<file path="src/rtl/pic10_pkg.sv">
// Shared encodings and defaults for the extended PIC10 register file.
package pic10_pkg;

    typedef enum logic [1:0] {
        BOP_WRITE = 2'b00,
        BOP_SET   = 2'b01,
        BOP_CLR   = 2'b10,
        BOP_TGL   = 2'b11
    } bit_op_e;

    typedef enum logic {
        CLEAR = 1'b0,
        RUN   = 1'b1
    } clr_state_e;

    localparam int INDF_ADDR_DEF = 0;
    localparam int FSR_ADDR_DEF  = 4;

endpackage

</file>
<file path="src/rtl/pic10_ram_regfile_ext_if.sv">
// Core-side bus of the register file: write strobe, address, ALU data, bit-op control and status.
interface pic10_ram_regfile_ext_if #(
    parameter int DATA_W = 8,
    parameter int ADDR_W = 5
);
    localparam int BSEL_W = (DATA_W > 1) ? $clog2(DATA_W) : 1;

    logic              load_ram_reg;
    logic [ADDR_W-1:0] reg_addr_bus;
    logic [DATA_W-1:0] alu_bus;
    logic [1:0]        bit_op;
    logic [BSEL_W-1:0] bit_sel;
    logic [DATA_W-1:0] ram_data_bus;
    logic [DATA_W-1:0] fsr_out;
    logic              busy;
    logic              wr_reject;

    modport master (
        output load_ram_reg, reg_addr_bus, alu_bus, bit_op, bit_sel,
        input  ram_data_bus, fsr_out, busy, wr_reject
    );

    modport slave (
        input  load_ram_reg, reg_addr_bus, alu_bus, bit_op, bit_sel,
        output ram_data_bus, fsr_out, busy, wr_reject
    );

endinterface

</file>
<file path="src/rtl/pic10_ram_clear_seq.sv">
// Post-reset sequencer: walks every array location once writing zero, then idles in RUN.
module pic10_ram_clear_seq #(
    parameter int ADDR_W = 5
) (
    input  logic              clk,
    input  logic              reset,
    output logic              busy_o,
    output logic              clr_we_o,
    output logic [ADDR_W-1:0] clr_addr_o
);
    import pic10_pkg::*;

    clr_state_e        state_q, state_d;
    logic [ADDR_W-1:0] cnt_q, cnt_d;

    always_ff @(posedge clk or posedge reset) begin
        if (reset) begin
            state_q <= CLEAR;
            cnt_q   <= '0;
        end else begin
            state_q <= state_d;
            cnt_q   <= cnt_d;
        end
    end

    always_comb begin
        state_d  = state_q;
        cnt_d    = cnt_q;
        busy_o   = 1'b0;
        clr_we_o = 1'b0;
        case (state_q)
            CLEAR: begin
                busy_o   = 1'b1;
                clr_we_o = 1'b1;
                cnt_d    = cnt_q + 1'b1;
                // Last location is being zeroed on this edge.
                if (cnt_q == '1) state_d = RUN;
            end
            RUN:     state_d = RUN;
            default: state_d = CLEAR;
        endcase
    end

    assign clr_addr_o = cnt_q;

endmodule

</file>
<file path="src/rtl/pic10_ram_regfile_ext.sv">
// PIC10 register file with INDF/FSR indirection, bit set/clear/toggle RMW and a
// post-reset clear sequencer so the array itself needs no reset.
module pic10_ram_regfile_ext #(
    parameter int DATA_W    = 8,
    parameter int ADDR_W    = 5,
    parameter int INDF_ADDR = pic10_pkg::INDF_ADDR_DEF,
    parameter int FSR_ADDR  = pic10_pkg::FSR_ADDR_DEF
) (
    input logic                    clk,
    input logic                    reset,
    pic10_ram_regfile_ext_if.slave bus
);
    import pic10_pkg::*;

    localparam int                DEPTH  = 2 ** ADDR_W;
    localparam int                BSEL_W = (DATA_W > 1) ? $clog2(DATA_W) : 1;
    localparam logic [ADDR_W-1:0] INDF_A = INDF_ADDR[ADDR_W-1:0];
    localparam logic [ADDR_W-1:0] FSR_A  = FSR_ADDR[ADDR_W-1:0];

    logic [DATA_W-1:0] mem_q [DEPTH];
    logic [DATA_W-1:0] fsr_q, fsr_d;
    logic              wr_reject_q, wr_reject_d;

    logic              busy;
    logic              clr_we;
    logic [ADDR_W-1:0] clr_addr;

    logic [ADDR_W-1:0] ea;
    logic [DATA_W-1:0] rd;
    logic [DATA_W-1:0] wr_val;
    logic              sel_ok;
    logic              wr_ok;
    logic              mem_we;
    logic [ADDR_W-1:0] mem_waddr;
    logic [DATA_W-1:0] mem_wdata;

    function automatic logic [DATA_W-1:0] apply_bit_op(
        input logic [1:0]        op,
        input logic [DATA_W-1:0] rd_val,
        input logic [DATA_W-1:0] wr_data,
        input logic [BSEL_W-1:0] sel
    );
        logic [DATA_W-1:0] mask;
        mask = DATA_W'(1'b1) << sel;
        case (op)
            BOP_SET: return rd_val | mask;
            BOP_CLR: return rd_val & ~mask;
            BOP_TGL: return rd_val ^ mask;
            default: return wr_data;
        endcase
    endfunction

    pic10_ram_clear_seq #(
        .ADDR_W(ADDR_W)
    ) u_clear_seq (
        .clk       (clk),
        .reset     (reset),
        .busy_o    (busy),
        .clr_we_o  (clr_we),
        .clr_addr_o(clr_addr)
    );

    always_comb begin
        ea = bus.reg_addr_bus;
        if (bus.reg_addr_bus == INDF_A) ea = fsr_q[ADDR_W-1:0];
        // An indirect access that lands on INDF itself reads as zero.
        rd = '0;
        if (!busy && (ea != INDF_A)) rd = (ea == FSR_A) ? fsr_q : mem_q[ea];
    end

    always_comb begin
        sel_ok      = (bus.bit_op == BOP_WRITE) || (32'(bus.bit_sel) < DATA_W);
        wr_ok       = bus.load_ram_reg && !busy && (ea != INDF_A) && sel_ok;
        wr_val      = apply_bit_op(bus.bit_op, rd, bus.alu_bus, bus.bit_sel);
        wr_reject_d = bus.load_ram_reg && busy;

        fsr_d = fsr_q;
        if (wr_ok && (ea == FSR_A)) fsr_d = wr_val;

        // The sequencer owns the array write port until the clear completes.
        if (busy) begin
            mem_we    = clr_we;
            mem_waddr = clr_addr;
            mem_wdata = '0;
        end else begin
            mem_we    = wr_ok && (ea != FSR_A);
            mem_waddr = ea;
            mem_wdata = wr_val;
        end
    end

    always_ff @(posedge clk or posedge reset) begin
        if (reset) begin
            fsr_q       <= '0;
            wr_reject_q <= 1'b0;
        end else begin
            fsr_q       <= fsr_d;
            wr_reject_q <= wr_reject_d;
        end
    end

    always_ff @(posedge clk) begin
        if (mem_we) mem_q[mem_waddr] <= mem_wdata;
    end

    assign bus.ram_data_bus = rd;
    assign bus.fsr_out      = fsr_q;
    assign bus.busy         = busy;
    assign bus.wr_reject    = wr_reject_q;

endmodule

</file>
<file path="src/flat_wrapper.sv">
// flat-port wrapper written by rule: the top's interface ports become plain ports
module pic10_ram_regfile_ext_flat import pic10_pkg::*;
#(
    parameter int DATA_W    = 8,
    parameter int ADDR_W    = 5,
    parameter int INDF_ADDR = pic10_pkg::INDF_ADDR_DEF,
    parameter int FSR_ADDR  = pic10_pkg::FSR_ADDR_DEF
)
  (clk, reset, bus_load_ram_reg, bus_reg_addr_bus, bus_alu_bus, bus_bit_op, bus_bit_sel, bus_ram_data_bus, bus_fsr_out, bus_busy, bus_wr_reject);
  pic10_ram_regfile_ext_if #(.DATA_W(DATA_W), .ADDR_W(ADDR_W)) bus_i ();
  input logic clk;
  input logic reset;
  input wire logic [$bits(bus_i.load_ram_reg)-1:0] bus_load_ram_reg;
  input wire logic [$bits(bus_i.reg_addr_bus)-1:0] bus_reg_addr_bus;
  input wire logic [$bits(bus_i.alu_bus)-1:0] bus_alu_bus;
  input wire logic [$bits(bus_i.bit_op)-1:0] bus_bit_op;
  input wire logic [$bits(bus_i.bit_sel)-1:0] bus_bit_sel;
  output wire logic [$bits(bus_i.ram_data_bus)-1:0] bus_ram_data_bus;
  output wire logic [$bits(bus_i.fsr_out)-1:0] bus_fsr_out;
  output wire logic [$bits(bus_i.busy)-1:0] bus_busy;
  output wire logic [$bits(bus_i.wr_reject)-1:0] bus_wr_reject;
  assign bus_i.load_ram_reg = bus_load_ram_reg;
  assign bus_i.reg_addr_bus = bus_reg_addr_bus;
  assign bus_i.alu_bus = bus_alu_bus;
  assign bus_i.bit_op = bus_bit_op;
  assign bus_i.bit_sel = bus_bit_sel;
  assign bus_ram_data_bus = bus_i.ram_data_bus;
  assign bus_fsr_out = bus_i.fsr_out;
  assign bus_busy = bus_i.busy;
  assign bus_wr_reject = bus_i.wr_reject;
  pic10_ram_regfile_ext #(.DATA_W(DATA_W), .ADDR_W(ADDR_W), .INDF_ADDR(INDF_ADDR), .FSR_ADDR(FSR_ADDR)) u_core (.clk(clk), .reset(reset), .bus(bus_i));
endmodule
</file>
<file path="config.mk">
export PLATFORM = sky130hd
export DESIGN_NAME = pic10_ram_regfile_ext_flat
export DESIGN_NICKNAME = d
export VERILOG_FILES = /design/src/rtl/pic10_pkg.sv /design/src/rtl/pic10_ram_regfile_ext_if.sv /design/src/rtl/pic10_ram_clear_seq.sv /design/src/rtl/pic10_ram_regfile_ext.sv /design/src/flat_wrapper.sv
export SDC_FILE = /design/constraint.sdc
export NUM_CORES = 1
export LEC_CHECK = 0
export CAP_MARGIN = 15
export CELL_PAD_IN_SITES_DETAIL_PLACEMENT = 0
export CELL_PAD_IN_SITES_GLOBAL_PLACEMENT = 1
export CORE_MARGIN = 2
export CORE_UTILIZATION = 41
export CTS_CLUSTER_DIAMETER = 50
export DETAILED_ROUTE_END_ITERATION = 10
export GPL_TIMING_DRIVEN = 0
export PLACE_DENSITY = 0.76
export SLEW_MARGIN = 20
export SYNTH_ARGS = -nofsm -noshare
export SYNTH_HDL_FRONTEND = slang
export SYNTH_HIERARCHICAL = 1
export SYNTH_SLANG_ARGS = --single-unit
</file>
<file path="constraint.sdc">
create_clock -name clk -period 7.7 [get_ports clk]
set_clock_uncertainty 0.05 [all_clocks]
set_input_delay 1.54 -clock clk [delete_from_list [all_inputs] [get_ports clk]]
set_output_delay 1.54 -clock clk [all_outputs]
set_load 0.05 [all_outputs]
</file>
# After elaboration in Yosys (flattened, before gate mapping)
# Memory sizes are Yosys's and may differ from the RTL's.
# Index checks and enable logic that the tools add are counted.
[word_totals]
ff_bits = 15
memories = 1
output_inout_bits = 18
inputBits = 21
ram_bits = 256
elab_cells = 38
[classes]
muxes = 12
n_eq_ne = 6
bitwise = 5
n_addsub = 1
n_reduce_logical = 8
n_shift = 1
[mem_list]
columns = ["name", "depth", "width", "rd", "rd_clocked_by_memory_dff", "wr", "line_no", "text"]
rows = [
  ["u_core.mem_q", 32, 8, 1, 0, 1, "pic10_ram_regfile_ext.sv:20", "logic [DATA_W-1:0] mem_q [DEPTH];"],
]
[op_table]
columns = ["op", "n"]
rows = [
  ["8-bit two-way mux", 3],
  ["8-bit case mux with 3 select lines", 1],
  ["5-bit two-way mux", 2],
  ["8-bit AND", 1],
  ["8-bit NOT", 1],
  ["8-bit OR", 1],
  ["1-bit by 3-bit left shift with 8-bit output, first input constant", 1],
  ["8-bit bitwise XOR", 1],
  ["1-bit logical AND", 6],
  ["5-bit by 1-bit adder with 5-bit output, second input constant", 1],
  ["5-bit by 3-bit == test with 1-bit output, second input constant", 1],
  ["5-bit == test, second input constant", 1],
  ["5-bit zero test", 1],
  ["1-bit two-way mux", 5],
  ["5-bit by 3-bit inequality test with 1-bit output, second input constant", 1],
  ["5-bit nonzero test", 1],
  ["2-bit == test, second input constant", 2],
  ["2-bit by 1-bit == test with 1-bit output, second input constant", 1],
  ["1-bit case mux with 2 select lines", 1],
  ["1-bit NOT", 1],
]

# Longest topological paths before layout
# Gate-level depths: netlist of the first run.
[logic_depth]
ltp_word = 8
mapped_depth = 16
mapped_depth_nobuf = 11

# Modules after synthesis
# Netlist of the first run, hierarchy kept.
[by_module_without_submodules]
columns = ["mod", "n_inst", "area_per_inst_um2", "cells_each"]
rows = [
  ["pic10_ram_regfile_ext", 1, 11690.0, 821],
  ["pic10_ram_clear_seq", 1, 315.3, 21],
]

# Least setup slack after synthesis of the first run
# Ideal clock, no wire load.
[synth_timing]
kind = "input -> register"
from = "input port bus_reg_addr_bus[1]"
to = "memory u_core.mem_q[0][7] (data pin)"
path_slack_ns = 0.931
n_path_buf = 3
t_required_ns = 7.299
t_arrival_ns = 6.368
cell_stages = 13
cell_sequence = "clkbuf_1 or4b_1 buf_2 o21ai_4 buf_6 mux2i_1 mux4_2 a211oi_2 nor3_1 nor3_1 ha_1 mux4_2 nor2_1"
[synth_via]
elab_chain_len = 8
word_cells_on_any_way = 13
cone_classes = "1 x eq/ne; 5 x mux; 3 x bitwise; 3 x reduce/logical; 1 x memory"
[synth_rtl]
columns = ["element", "line_no", "text"]
rows = [
  ["from (decl)", "flat_wrapper.sv:14", "input wire logic [$bits(bus_i.reg_addr_bus)-1:0] bus_reg_addr_bus;"],
  ["5-bit zero test", "pic10_ram_regfile_ext.sv:65", "if (bus.reg_addr_bus == INDF_A) ea = fsr_q[ADDR_W-1:0];"],
  ["5-bit two-way mux *", "pic10_ram_regfile_ext.sv:65", ""],
  ["memory read 32 x 8 bit (tied with other cells)", "--", ""],
  ["8-bit two-way mux or 1-bit logical AND (tied branches)", "pic10_ram_regfile_ext.sv:68", "if (!busy && (ea != INDF_A)) rd = (ea == FSR_A) ? fsr_q : mem_q[ea];"],
  ["8-bit two-way mux *", "pic10_ram_regfile_ext.sv:68", ""],
  ["named net bus_ram_data_bus[7]", "flat_wrapper.sv:18", "output wire logic [$bits(bus_i.ram_data_bus)-1:0] bus_ram_data_bus;"],
  ["8-bit bitwise XOR (tied with other cells)", "pic10_ram_regfile_ext.sv:48", "BOP_TGL: return rd_val ^ mask;"],
  ["8-bit case mux with 3 select lines *", "pic10_ram_regfile_ext.sv:45", "case (op)"],
  ["8-bit two-way mux *", "pic10_ram_regfile_ext.sv:81", "if (busy) begin"],
  ["named net u_core.mem_wdata[7]", "pic10_ram_regfile_ext.sv:35", "logic [DATA_W-1:0] mem_wdata;"],
  ["to (decl)", "pic10_ram_regfile_ext.sv:20", ""],
]
# Mark *: on every way through the listed nets, which the timed path passes. The rest lies on a longest branch.

# Worst setup path in the final report of the first run
[layout_timing]
from = "input port bus_reg_addr_bus[2]"
to = "output port bus_ram_data_bus[0]"
[layout_via]
elab_chain_len = 5
word_cells_on_any_way = 8
cone_classes = "1 x eq/ne; 3 x mux; 3 x reduce/logical; 1 x memory"
[layout_rtl]
columns = ["element", "line_no"]
rows = [
  ["5-bit zero test", "pic10_ram_regfile_ext.sv:65"],
  ["5-bit two-way mux *", "pic10_ram_regfile_ext.sv:65"],
  ["memory read 32 x 8 bit (tied with other cells)", "--"],
  ["8-bit two-way mux or 1-bit logical AND (tied branches)", "pic10_ram_regfile_ext.sv:68"],
  ["8-bit two-way mux *", "pic10_ram_regfile_ext.sv:68"],
  ["to (decl)", "flat_wrapper.sv:18"],
]
# Mark *: on every way between the ends. The rest lies on a longest branch, timed or not.

==> impl_results.md, run 1 <==
* Area of the multi-input gates at 3705 sq um
* Worst setup margin at 42.69 ps
* Largest net degree at the start of global routing at 33
* Row Count at 62
* Final WL at 33.25 mm
* GP Congestion at 0.9150
* Die H at 175.1 microns
* Avg Inst Size Synth at 14.26 sq um
* Status: finished clean
* Place WS at -242.8 ps
* CP max FO at 10
* EDFF count, synth at 256
* Max-Cap Viols at 0
* Global-route wire length before repair at 48.56 mm
* CTS max path bufs at 3
* WS Path Type: in -> out
* Crit path launch type: input port
* IO Count at 39
* CTS tree: done
* Area of the core at 28780 sq um
* Fill cell count at 2478
* Leak Pwr at 4.871 nW
* Final Max Slew Viols at 0
* Antenna Nets Post-Route at 0
* Via/cell ratio at 5.935
* Total track usage at 21.56%
* Clk pin slew, worst setup/hold paths at 60 ps
* Total chip power at 3.444 mW
* Setup TNS at 0 ps
* Post-route insts no fill at 1316
* Vias in the first global route at 7555
* Post-synth net total at 881
* PwrDens at 247.2 nW/um^2
* Final Hold Fails at 0
* Relative slew margins at 23.50%
* CTS resizes at 2
* Post-synth ARST share at 5.535%
* Port bufs at 33
* 1st-iter DRT viols at 897
* Die width at 175.1 microns
* Worst skew pair latency at 570 ps
* Critical Path RT at 6110 ps
* Top_reg_cell synth: edfxtp_1
* Synth Register Bits at 271
* Final net count at 949
* Worst-Margin Slew at 1147 ps
* Share of layout cells above drive strength 1 at 12.35%
* YS warnings at 6
* Register area share after synthesis at 67.16%
* Post-Syn Instances at 842
* Final worst path period need at 7657 ps
* Maximum VDD drop at 179.2 uV
* WP data arrival at 6070 ps
* # hold bufs at CTS at 0
* Via count at 7811
* CTS H-tree depth at 1
* Clock sink total at 271
* # setup viols final at 0
* Final period util at 99.45%
* Router iterations before antenna repair at 5
* Area grow syn2layout at 16.06%
* FF/Latch Area at 8063 sq um
* Cell area after synthesis at 12010 sq um
* Most frequent cells in the layout: 256 x edfxtp_1, 99 x nand2_1, 56 x nor2_1
* FMAX at 130.6 MHz
* Die area at 30670 sq um
* Residual DRC at 0
* Total CTS buffers at 30
* Commonest non-fill, non-tap cell in the layout: edfxtp_1
* Placed Cells at 1264
* Dpl hpwl at 23.13 mm
* Finished Core Util at 48.41%
* Starting Density at 41.71%
* Congestion Overflow GR at 0
* WL/cell at 25.27 microns
* Min-Delay Path Class: reg -> reg
* Root buffer cell: clkbuf_16
* RSZ-0062 raised after global routing: yes
* Distinct cells, synth at 63
* Setup bufs post-CTS at 0
* Setup crit end kind: output port
* Initial antenna violation count at 1
[critical path: stages]
cell and delay (ps):
clkdlybuf4s50_1 590, or3_1 460, o21ai_1 430, clkbuf_2 480, clkbuf_1 550, a221oi_1 200
nor4_1 300, o221ai_1 220, nand3_1 260, o211a_1 210, clkdlybuf4s50_1 810
[logic make-up after synthesis]
group                      synth area share, %
DFF                                      67.16
and+or+nand+nor                          9.078
AOI/OAI and AO/OA                        10.85
muxes                                    8.192
buffers and inverters                    2.564
adders and majority gates                1.876
xor gates and xnor gates                0.2815
[final timing paths]
| check | start | endpoint | slack [ps] | cells after the start |
|---|---|---|---|---|
| max | bus_reg_addr_bus[2] | bus_ram_data_bus[0] | 40 | 11 |
| min | u_core/bus.fsr_out[7] | u_core/bus.fsr_out[7] | 490 | 2 |
| max in group asynchronous | reset | u_core/bus.fsr_out[3] | 6110 | 2 |
| min reg2reg | u_core/bus.fsr_out[7] | u_core/bus.fsr_out[7] | 490 | 2 |
| min in group asynchronous | reset | u_core/u_clear_seq/clr_addr_o[1] | 1170 | 2 |
| max reg2reg | u_core/bus.fsr_out[2] | u_core/mem_q[4][2] | 2460 | 13 |
[Yosys cell counts, types with 5 or more instances]
| library cell | n | area share [%] |
|---|---|---|
| edfxtp_1 | 256 | 64 |
| nand2_1 | 99 | 3.1 |
| nor2_1 | 64 | 2.0 |
| mux2i_1 | 48 | 4.0 |
| clkbuf_1 | 30 | 0.94 |
| o211a_1 | 24 | 2.0 |
| inv_1 | 22 | 0.69 |
| o21ai_0 | 21 | 0.88 |
| nand3_1 | 19 | 0.79 |
| a211oi_1 | 18 | 1.1 |
| ha_1 | 18 | 1.9 |
| mux4_2 | 17 | 3.2 |
| a21oi_1 | 16 | 0.67 |
| dfrtp_1 | 15 | 3.1 |
| a221oi_1 | 13 | 0.95 |
| nor2b_1 | 12 | 0.63 |
| a31oi_1 | 11 | 0.57 |
| buf_2 | 9 | 0.38 |
| mux2_2 | 8 | 0.75 |
| o211ai_1 | 8 | 0.50 |
| nand4_1 | 7 | 0.36 |
| nor3_1 | 7 | 0.29 |
| a2111oi_0 | 6 | 0.44 |
| a221o_1 | 5 | 0.42 |
| a31o_2 | 5 | 0.36 |
| a32o_1 | 5 | 0.42 |
| buf_1 | 5 | 0.16 |
| nand2b_1 | 5 | 0.26 |
| nand3b_1 | 5 | 0.31 |
[flip-flops by register name, summed over array words and instances, names as in the netlist]
register and cells:
u_core/u_clear_seq/state_q 1, u_core/u_clear_seq/clr_addr_o 5, u_core/bus.fsr_out 8, u_core/bus.wr_reject 1
u_core/mem_q 256
[power breakdown]
group | leakage, nW | internal, mW | switching (mW) | total [mW]
Combinational | 1.92 | 0.125 | 0.282 | 0.407
Sequential | 2.51 | 1.69 | 0.0117 | 1.70
Clock | 0.439 | 0.755 | 0.583 | 1.34
Total | 4.87 | 2.57 | 0.877 | 3.44
[routing by layer]
layer  wire [microns]  track usage, %  vias to the layer above
met2            14820           33.15                      378
met4             1136           7.326                        0
li1                 -               -                     3431
met1            14430           31.11                     3935
met3             2867           3.677                       67
met5                0               0                        -
[cell type report]
class,count,share of cell area [%]
Antenna cell,1,0.01796
Buffer,47,1.616
Clock buffer,37,5.576
Clock inverter,16,1.051
Inverter,22,0.5927
Multi-Input combinational cell,500,26.59
Sequential cell,271,57.87
Tap cell,384,3.448
Timing Repair Buffer,38,3.242
[through the flow]
stage | area (sq um) | hold WS (ps)
after floorplan | 12010 | 477.2
after global placement | 12820 | 474.4
after detailed placement | 13000 | 489.8
after CTS | 13920 | 503.5
after global routing | 13930 | 537.5
final | 13930 | 492.0
Power figures use the tool's default switching activity.
==> run 2: changes to the inputs <==
Settings changed: MAX_ROUTING_LAYER set to met4, SKIP_LAST_GASP set to 1.
==> impl_results.md, run 2 (same netlist as run 1, synthesis figures left out) <==
* Status: finished clean
* Total chip power at 3.438 mW (-0.16%)
* Via count at 7850 (+0.50%)
* Relative slew margins at 26.33% (+2.8 points)
* Die width at 175.1 microns (unchanged)
* Total track usage at 22.39% (+0.83 points)
* Hold Startpoint: u_core/bus.fsr_out[7]
* Maximum VDD drop at 183.9 uV (+2.6%)
* Cell Chain, Critical Path: clkdlybuf4s50_1, or3_1, o21ai_1, buf_2, buf_2, mux2i_1, a221oi_1, nand4_1, nor3_1, a221o_1, clkdlybuf4s50_1
* Dpl hpwl at 22.96 mm (-0.76%)
* Max-Cap Viols at 0 (unchanged)
* Min-Delay Path Class: reg -> reg
* Register share of total power at 49.4% (about the same)
* Number of flip-flops in the largest register at 256 (unchanged)
* Commonest non-fill, non-tap cell in the layout: edfxtp_1
* Area grow syn2layout at 15.97% (about the same)
* Via/cell ratio at 5.974 (+0.65%)
* Worst skew pair latency at 570 ps (about the same)
* Clk pin slew, worst setup/hold paths at 60 ps (about the same)
* Setup TNS at 0 ps (unchanged)
* Antenna cell count at 0 (-1)
* GP Congestion at 0.9327 (+1.9%)
* Residual DRC at 0 (unchanged)
* # hold bufs at CTS at 0 (unchanged)
* WS Path Type: in -> out
* Most flop-heavy register: u_core/mem_q
* R2R Setup Slk at 2440 ps (-20 ps)
* Pint at 2.567 mW (about the same)
* FMAX at 131.0 MHz (+0.34%)
* Most frequent cells in the layout: 256 x edfxtp_1, 99 x nand2_1, 56 x nor2_1
* CTS resizes at 4 (+2)
* Final WL at 33.22 mm (about the same)
* Setup bufs post-CTS at 0 (unchanged)
* Congestion Overflow GR at 0 (unchanged)
* Share of layout cells above drive strength 1 at 12.69% (+0.34 points)
* Final Hold Fails at 0 (unchanged)
* Area of the core at 28780 sq um (unchanged)
* Switch Pwr at 871.7 uW (-0.55%)
* WL/cell at 25.28 microns (about the same)
* CTS max path bufs at 3 (unchanged)
* CTS tree: done
* Final worst path period need at 7631 ps (-25.98 ps)
* CTS H-tree depth at 1 (unchanged)
* Antenna Nets Post-Route at 0 (unchanged)
* Hold Path Sink: u_core/bus.fsr_out[7]
* Critical-path top delay cell: clkdlybuf4s50_1
* Port bufs at 33 (unchanged)
* Root buffer cell: clkbuf_16
* Crit path buffers/inverters at 4 (unchanged)
* Die H at 175.1 microns (unchanged)
* WP data arrival at 6040 ps (-30 ps)
* CP top delay family: buffers and inverters
* Row Count at 62 (unchanged)
* CP max FO at 19 (+9)
* Die area at 30670 sq um (unchanged)
* Final net count at 947 (-0.21%)
* # setup viols final at 0 (unchanged)
* 1st-iter DRT viols at 912 (+1.7%)
* Global-route wire length before repair at 49.09 mm (+1.1%)
* Final Max Slew Viols at 0 (unchanged)
* Combinational share of power at 11.7% (about the same)
* Worst-Margin Slew at 1105 ps (-42.47 ps)
* RSZ-0062 raised after global routing: yes
* Clock sink total at 271 (unchanged)
* Crit path launch type: input port
* Initial antenna violation count at 0 (-1)
* Setup crit end kind: output port
* Largest net degree at the start of global routing at 33 (unchanged)
* Critical Path RT at 6110 ps (about the same)
* Worst reg2reg path startpoint: u_core/bus.fsr_out[2]
* Critical R2R Capture: u_core/mem_q[0][1]
* Clock power frac at 38.9% (about the same)
* R2r worst-path depth at 15 (+2)
* Max stage delay on crit path at 830 ps (+20 ps)
* Switch share at 25.35% (-0.10 points)
* IO Count at 39 (unchanged)
* Vias in the first global route at 7540 (-0.20%)
* Total CTS buffers at 30 (unchanged)
* Starting Density at 41.71% (unchanged)
* Final period util at 99.11% (-0.34 points)
* Router iterations before antenna repair at 5 (unchanged)
* PwrDens at 247.0 nW/um^2 (about the same)
* Leak Pwr at 4.913 nW (+0.86%)
* Hold depth at 2 (unchanged)
==> run 2: changes by cell type in the layout (fill, tap and decap cells not counted), moves of 2 or more <==
cell	change
clkinv_2	+5
inv_6	+2
clkinvlp_4	-2
dlymetal6s2s_1	+4
clkdlybuf4s50_1	-4
clkinv_1	-4
==> run 2: how the worst max path moves through the flow <==
stage | start | to | cells past startpoint
finish | bus_reg_addr_bus[2] | bus_ram_data_bus[6] | 11
global route | bus_reg_addr_bus[2] | bus_ram_data_bus[6] | 11
CTS | bus_reg_addr_bus[2] | bus_ram_data_bus[6] | 9
detailed placement | bus_reg_addr_bus[2] | bus_ram_data_bus[2] | 11
global placement | bus_reg_addr_bus[2] | u_core/mem_q[29][5] | 13
floorplan | bus_reg_addr_bus[1] | u_core/mem_q[0][7] | 13
==> run 2: power by group through the flow <==
stage | Sequential [mW] | Clock (mW) | Combinational [mW]
after floorplan | 1.74 | 0 | 0.202
after global placement | 1.73 | 0 | 0.360
after detailed placement | 1.73 | 0 | 0.397
after CTS | 1.70 | 1.35 | 0.398
after global routing | 1.70 | 1.41 | 0.428
final | 1.70 | 1.34 | 0.402
==> run 2: area by class of cell <==
type	instances	area, sq um
fill	2459	14860
timing repair buffer	37	437.9
tap	384	480.5
buffer	46	225.2
sequential	271	8063
multi-input combinational	500	3710
clock buffer	39	784.5
inverter	22	82.58
clock inverter	15	138.9
==> run 2: tightest hold or removal path, cell delays in order (launching register included) <==
cell and delay, ps:
dfrtp_1 390, nand2_1 60, o21ai_0 60
==> run 2: routing by layer <==
layer	GRT usage [%]	routed length, microns	up-vias
li1	-	-	3417
met1	31.76	14410	3975
met2	32.92	14750	400
met3	4.025	3190	58
met4	6.910	873	0
met5	-	0	-
==> run 2: stage by stage <==
stage	setup WS (ps)	hold WS, ps	std cells	cell area, sq um	util, %
detailed placement	-295.4	482.8	1263	12970	45.08
global placement	-1278	475.7	1259	12820	44.53
global route	-28.42	532.1	1314	13920	48.37
finish	68.67	492.4	1314	13920	48.37
CTS	63.49	495.1	1315	13900	48.30
floorplan	931.1	477.2	842	12010	-
